File: src/rtl/pipe_ctrl.sv
// Pipeline hazard controller: priority stall vector, timed flush/redirect FSM, stall watchdog.
// Latency: stall is combinational; flush/new_pc appear the cycle after flush_req; no backpressure.
// Define STALL_PERF_COUNT_EN to build the free-running stall-cycle counter behind stall_cycles.
module pipe_ctrl #(
  parameter logic [15:0] STALL_LIMIT  = 16'd1023,
  parameter logic [2:0]  FLUSH_CYCLES = 3'd1
) (
  input  logic        clk,
  input  logic        rst,
  input  logic        stallreq_from_id,
  input  logic        stallreq_from_ex,
  input  logic        stallreq_from_mem,
  input  logic        flush_req,
  input  logic [31:0] new_pc_i,
  output logic [5:0]  stall,
  output logic        flush,
  output logic [31:0] new_pc,
  output logic        stall_timeout,
  output logic [31:0] stall_cycles
);

  typedef enum logic {
    ST_RUN   = 1'b0,
    ST_FLUSH = 1'b1
  } state_t;

  state_t      r_state;
  state_t      w_state_nxt;
  logic [2:0]  r_flush_cnt;
  logic [31:0] r_new_pc;
  logic [15:0] r_stall_run;
  logic [15:0] w_stall_run_inc;
  logic        r_stall_timeout;

  always_ff @(posedge clk or posedge rst) begin
    if (rst) begin
      r_state <= ST_RUN;
    end else begin
      r_state <= w_state_nxt;
    end
  end

  // A fresh redirect always wins, even over the last cycle of a running flush.
  always_comb begin
    w_state_nxt = r_state;
    case (r_state)
      ST_RUN: begin
        if (flush_req) begin
          w_state_nxt = ST_FLUSH;
        end
      end
      ST_FLUSH: begin
        if (!flush_req && (r_flush_cnt == 3'd0)) begin
          w_state_nxt = ST_RUN;
        end
      end
      default: w_state_nxt = ST_RUN;
    endcase
  end

  always_comb begin
    flush = 1'b0;
    stall = 6'b000000;
    case (r_state)
      ST_RUN: begin
        if (!rst) begin
          if (stallreq_from_mem) begin
            stall = 6'b011111;
          end else if (stallreq_from_ex) begin
            stall = 6'b001111;
          end else if (stallreq_from_id) begin
            stall = 6'b000111;
          end
        end
      end
      ST_FLUSH: begin
        flush = 1'b1;
      end
      default: begin
        flush = 1'b0;
        stall = 6'b000000;
      end
    endcase
  end

  always_ff @(posedge clk or posedge rst) begin
    if (rst) begin
      r_flush_cnt <= 3'd0;
      r_new_pc    <= 32'h0;
    end else if (flush_req) begin
      r_flush_cnt <= 3'(FLUSH_CYCLES - 3'd1);
      r_new_pc    <= new_pc_i;
    end else if ((r_state == ST_FLUSH) && (r_flush_cnt != 3'd0)) begin
      r_flush_cnt <= r_flush_cnt - 3'd1;
    end
  end

  assign new_pc = r_new_pc;

  assign w_stall_run_inc = (r_stall_run == 16'hFFFF) ? r_stall_run : r_stall_run + 16'd1;

  always_ff @(posedge clk or posedge rst) begin
    if (rst) begin
      r_stall_run     <= 16'd0;
      r_stall_timeout <= 1'b0;
    end else begin
      r_stall_run <= stall[0] ? w_stall_run_inc : 16'd0;
      if (stall[0] && (w_stall_run_inc >= STALL_LIMIT)) begin
        r_stall_timeout <= 1'b1;
      end
    end
  end

  assign stall_timeout = r_stall_timeout;

`ifdef STALL_PERF_COUNT_EN
  logic [31:0] r_stall_cycles;

  always_ff @(posedge clk or posedge rst) begin
    if (rst) begin
      r_stall_cycles <= 32'h0;
    end else if (stall[0]) begin
      r_stall_cycles <= r_stall_cycles + 32'd1;
    end
  end

  assign stall_cycles = r_stall_cycles;
`else
  assign stall_cycles = 32'h0;
`endif

endmodule

File: config.mk
export PLATFORM = sky130hd
export DESIGN_NAME = pipe_ctrl
export DESIGN_NICKNAME = d
export VERILOG_FILES = /design/src/rtl/pipe_ctrl.sv
export SDC_FILE = /design/constraint.sdc
export NUM_CORES = 1
export LEC_CHECK = 0
export ABC_AREA = 1
export CAP_MARGIN = 10
export CORE_UTILIZATION = 35
export CTS_BUF_LIST = sky130_fd_sc_hd__clkbuf_8
export CTS_CLUSTER_DIAMETER = 30
export CTS_CLUSTER_SIZE = 28
export DETAILED_ROUTE_END_ITERATION = 16
export PLACE_DENSITY = 0.67
export SLEW_MARGIN = 20
export SYNTH_ARGS = -nofsm -noshare
export SYNTH_HDL_FRONTEND = slang
export SYNTH_SLANG_ARGS = --single-unit
File: constraint.sdc
create_clock -name clk -period 4.4 [get_ports clk]
set_input_delay 1.32 -clock clk [delete_from_list [all_inputs] [get_ports clk]]
set_output_delay 1.32 -clock clk [all_outputs]
set_load 0.005 [all_outputs]
==> results.sh, run 1 <==
export IMPL_status="complete, no violations"
export IMPL_start_util_pct=36.14
export IMPL_place_ws_ps=140.5
export IMPL_wirelength_um=5997
export IMPL_synthesis_area_um2=2793
export IMPL_die_area_um2=8340
export IMPL_finalWeightedCongestion=0.8682
export IMPL_wl_met1_um=2466
export IMPL_critical_path_max_fanout=6
export IMPL_clkTransAtPathRegs_ps=90
export IMPL_die_w_um=91.33
export IMPL_crit_path_top_delay_cell="clkdlybuf4s50_1"
export IMPL_hold_viol=0
export IMPL_clkPwrFrac_pct=25.2
export IMPL_fin_crit_sh_pct=96.28
export IMPL_dp_cells=535
export IMPL_cts_resized_gates=0
export IMPL_crit_start="stallreq_from_mem"
export IMPL_wl_met2_um=2857
export IMPL_synth_top_cells_by_area="dfrtp_1 (47%), nand2_1 (20%), buf_4 (9.4%), nor2_1 (3.5%), inv_1 (3.4%)"
export IMPL_finalCriticalPeriod_ps=4236
export IMPL_rows=32
export IMPL_min_delay_start="stall_timeout"
export IMPL_relSlewSlack_pct=36.76
export IMPL_htree_levels=2
export IMPL_yosys_area_top_type="dfrtp_1"
export IMPL_antenna_cells=0
export IMPL_hpwlAfterDp_um=4336
export IMPL_ys_async_sr_fraction_pct=100.0
export IMPL_p_sw_w=0.0003086
export IMPL_setup_tns_ps=0
export IMPL_postCtsHoldBufs=0
export IMPL_worstReg2RegEnd="stall_timeout"
export IMPL_clock_latency_ps=310
export IMPL_area_growth_pct=28.99
export IMPL_fin_worst_skew_ps=6.909
export IMPL_sequentialPowerShare_pct=51.6
export IMPL_antenna_found_initial=0
export IMPL_top_layer="met4"
export IMPL_drcViolationCount=0
export IMPL_crit_type="in2out"
export IMPL_max_stage_delay_ps=570
export IMPL_synthSimpleGateAreaFrac_pct=30.02
export IMPL_worst_slew_pin_transition_ps=942.8
export IMPL_drtAntennaViolNets=0
export IMPL_wl_met3_um=562
export IMPL_synthXorXnorAreaFrac_pct=1.254
export IMPL_cts_setup_buffers=0
export IMPL_drive_gt1_share_pct=5.896
export IMPL_synth_cells=367
export IMPL_synthFlopType="dfrtp_1"
export IMPL_setup_viol=0
export IMPL_cts_buffer_depth=2
export IMPL_synth_compound_area_share_pct=4.794
export IMPL_final_util_pct=46.62
export IMPL_yosysUniqueCellTypes=26
export IMPL_grt_pass1_wl_um=10360
export IMPL_io_pins=110
export IMPL_synth_edf_count=0
export IMPL_p_leak_nw=1.761
export IMPL_synth_warning_count=0
export IMPL_p_comb_share_pct=23.2
export IMPL_routedWlPerCell_um=11.04
export IMPL_tritoncts="done"
export IMPL_slew_viol_final=0
export IMPL_fin_nets=481
export IMPL_worstReg2RegStart="r_stall_run[0]"
export IMPL_synthAdderAreaFrac_pct=1.344
export IMPL_crit_end="stall[0]"
export IMPL_reg2reg_depth=14
export IMPL_peakVddDrop_uv=155.4
export IMPL_die_y_um=91.33
export IMPL_viasPerCell=4.442
export IMPL_critical_path_endpoint_type="output port"
export IMPL_dr_pass1_iters=4
export IMPL_intPower_w=0.0007726
export IMPL_grt_max_degree=54
export IMPL_coreArea_um2=7727
export IMPL_cts_buffers=5
export IMPL_cellPowerDensity_nw_per_um2=300.1
export IMPL_max_freq_mhz=236.0
export IMPL_start_kind="input port"
export IMPL_min_path_type="reg2reg"
export IMPL_drt_iter0_markers=116
export IMPL_drv_cap=0
export IMPL_gr_total_overflow=0
export IMPL_cpMostUsedCell="clkdlybuf4s50_1"
export IMPL_syn_avg_cell_area_um2=7.609
export IMPL_ys_seq_elements=53
export IMPL_globalRouteTotalUtil_pct=15.57
export IMPL_cp_cell_sequence="clkdlybuf4s50_1 > nor2_1 > nor3_1 > a21oi_1 > inv_1 > clkdlybuf4s50_1"
export IMPL_stdcell_count=543
export IMPL_synth_seq_area_share_pct=47.49
export IMPL_synthMuxAreaShare_pct=0
export IMPL_synth_top_area_share_pct=47.49
export IMPL_arrival_ps=2920
export IMPL_reg2reg_slack_ps=2130
export IMPL_worst_slack_ps=163.5
export IMPL_swShare_pct=28.55
export IMPL_fill_cells=768
export IMPL_synth_top_family_by_area="simple AND/OR/NAND/NOR gates"
export IMPL_cts_root_buf="clkbuf_8"
export IMPL_rsz0062_at_grt="no"
export IMPL_cp_required_ps=3080
export IMPL_io_buffers=76
export IMPL_grt_pass1_vias=2351
export IMPL_num_vias=2412
export IMPL_whs_ps=466.9
export IMPL_cts_sinks=53
[worst min path at each step]
stage,endpoint,cells past startpoint,slack [ps]
floorplan,stall_timeout,2,460
global placement,stall_timeout,2,450
detailed placement,stall_timeout,2,450
CTS,stall_timeout,2,470
global route,stall_timeout,2,490
finish,stall_timeout,2,470
[critical path, delay by kind of cell]
kind / cells / cell delay (ps)
AND/OR/NAND/NOR: 2 / 240
buffers and inverters: 3 / 1270
AO/OA/AOI/OAI: 1 / 90
[metrics by stage]
stage | power [W] | cell area [um^2]
5_1_grt | 0.001151 | 3602
2_1_floorplan | 0.0007046 | 2913
4_1_cts | 0.001097 | 3602
6_report | 0.001081 | 3602
3_3_place_gp | 0.0008158 | 3515
3_5_place_dp | 0.0008211 | 3515
[power groups by stage]
stage               clock network [W]  logic, W  registers, W
floorplan                           0  0.000138      0.000566
global placement                    0  0.000249      0.000566
detailed placement                  0  0.000255      0.000566
CTS                          0.000283  0.000256      0.000558
global route                 0.000300  0.000287      0.000564
finish                       0.000273  0.000251      0.000558
[sequential cells by signal (all words and copies together) (netlist names)]
register / cells
stall_timeout: 1
new_pc: 32
r_state: 1
r_stall_run: 16
r_flush_cnt: 3
[cells in the final DEF (no fill, tap or decap), types with 2 or more instances in the layout]
cell type / count
inv_1: 25
nor2_1: 26
a21oi_1: 15
xor2_1: 3
conb_1: 33
nand2_2: 5
clkbuf_8: 5
buf_4: 3
clkdlybuf4s50_1: 76
nand3_1: 12
nand4_1: 5
nand2_1: 152
o21bai_1: 2
inv_2: 4
dfrtp_1: 53
o21ai_0: 4
nor2_2: 4
clkinvlp_4: 2
o21ai_1: 3
ha_1: 3
[layout make-up]
type	instances	area, um^2	share of cell area [%]
sequential	53	1326	36.82
multi-input combinational	272	1169	32.44
timing repair buffer	79	783.3	21.74
tap	102	127.6	3.543
inverter	29	108.9	3.022
clock buffer	5	68.82	1.910
clock inverter	3	18.77	0.5210
[cells by family (layout without fill, tap and decap cells)]
logic type | after synthesis | after routing
buffers and inverters | 74 | 116
flip-flops | 53 | 53
AO/OA/AOI/OAI | 25 | 25
AND/OR/NAND/NOR | 207 | 207
XOR/XNOR | 4 | 4
other | 1 | 33
adder cells (fa/ha/maj) | 3 | 3
[layer usage]
| layer | global-route usage, % | up-vias |
|---|---|---|
| met1 | 17.72 | 1114 |
| met5 | 0 | - |
| li1 | - | 1202 |
| met2 | 26.26 | 87 |
| met3 | 6.114 | 9 |
| met4 | 5.952 | 0 |
[Yosys cell counts (4+ instances only)]
library cell,instances
a21oi_1,15
dfrtp_1,53
nand4_1,5
nor2_2,4
nand3_1,12
inv_1,25
o21ai_0,4
clkbuf_1,8
buf_4,35
nand2_1,152
nand2_2,5
nor2_1,26
Power figures use the tool's default switching activity.
==> run 2, diff against run 1 <==
Settings changed: ABC_CLOCK_PERIOD_IN_PS set to 4400.
==> results of run 2 <==
The final DEF is identical to that of run 1; final timing and power are the same.
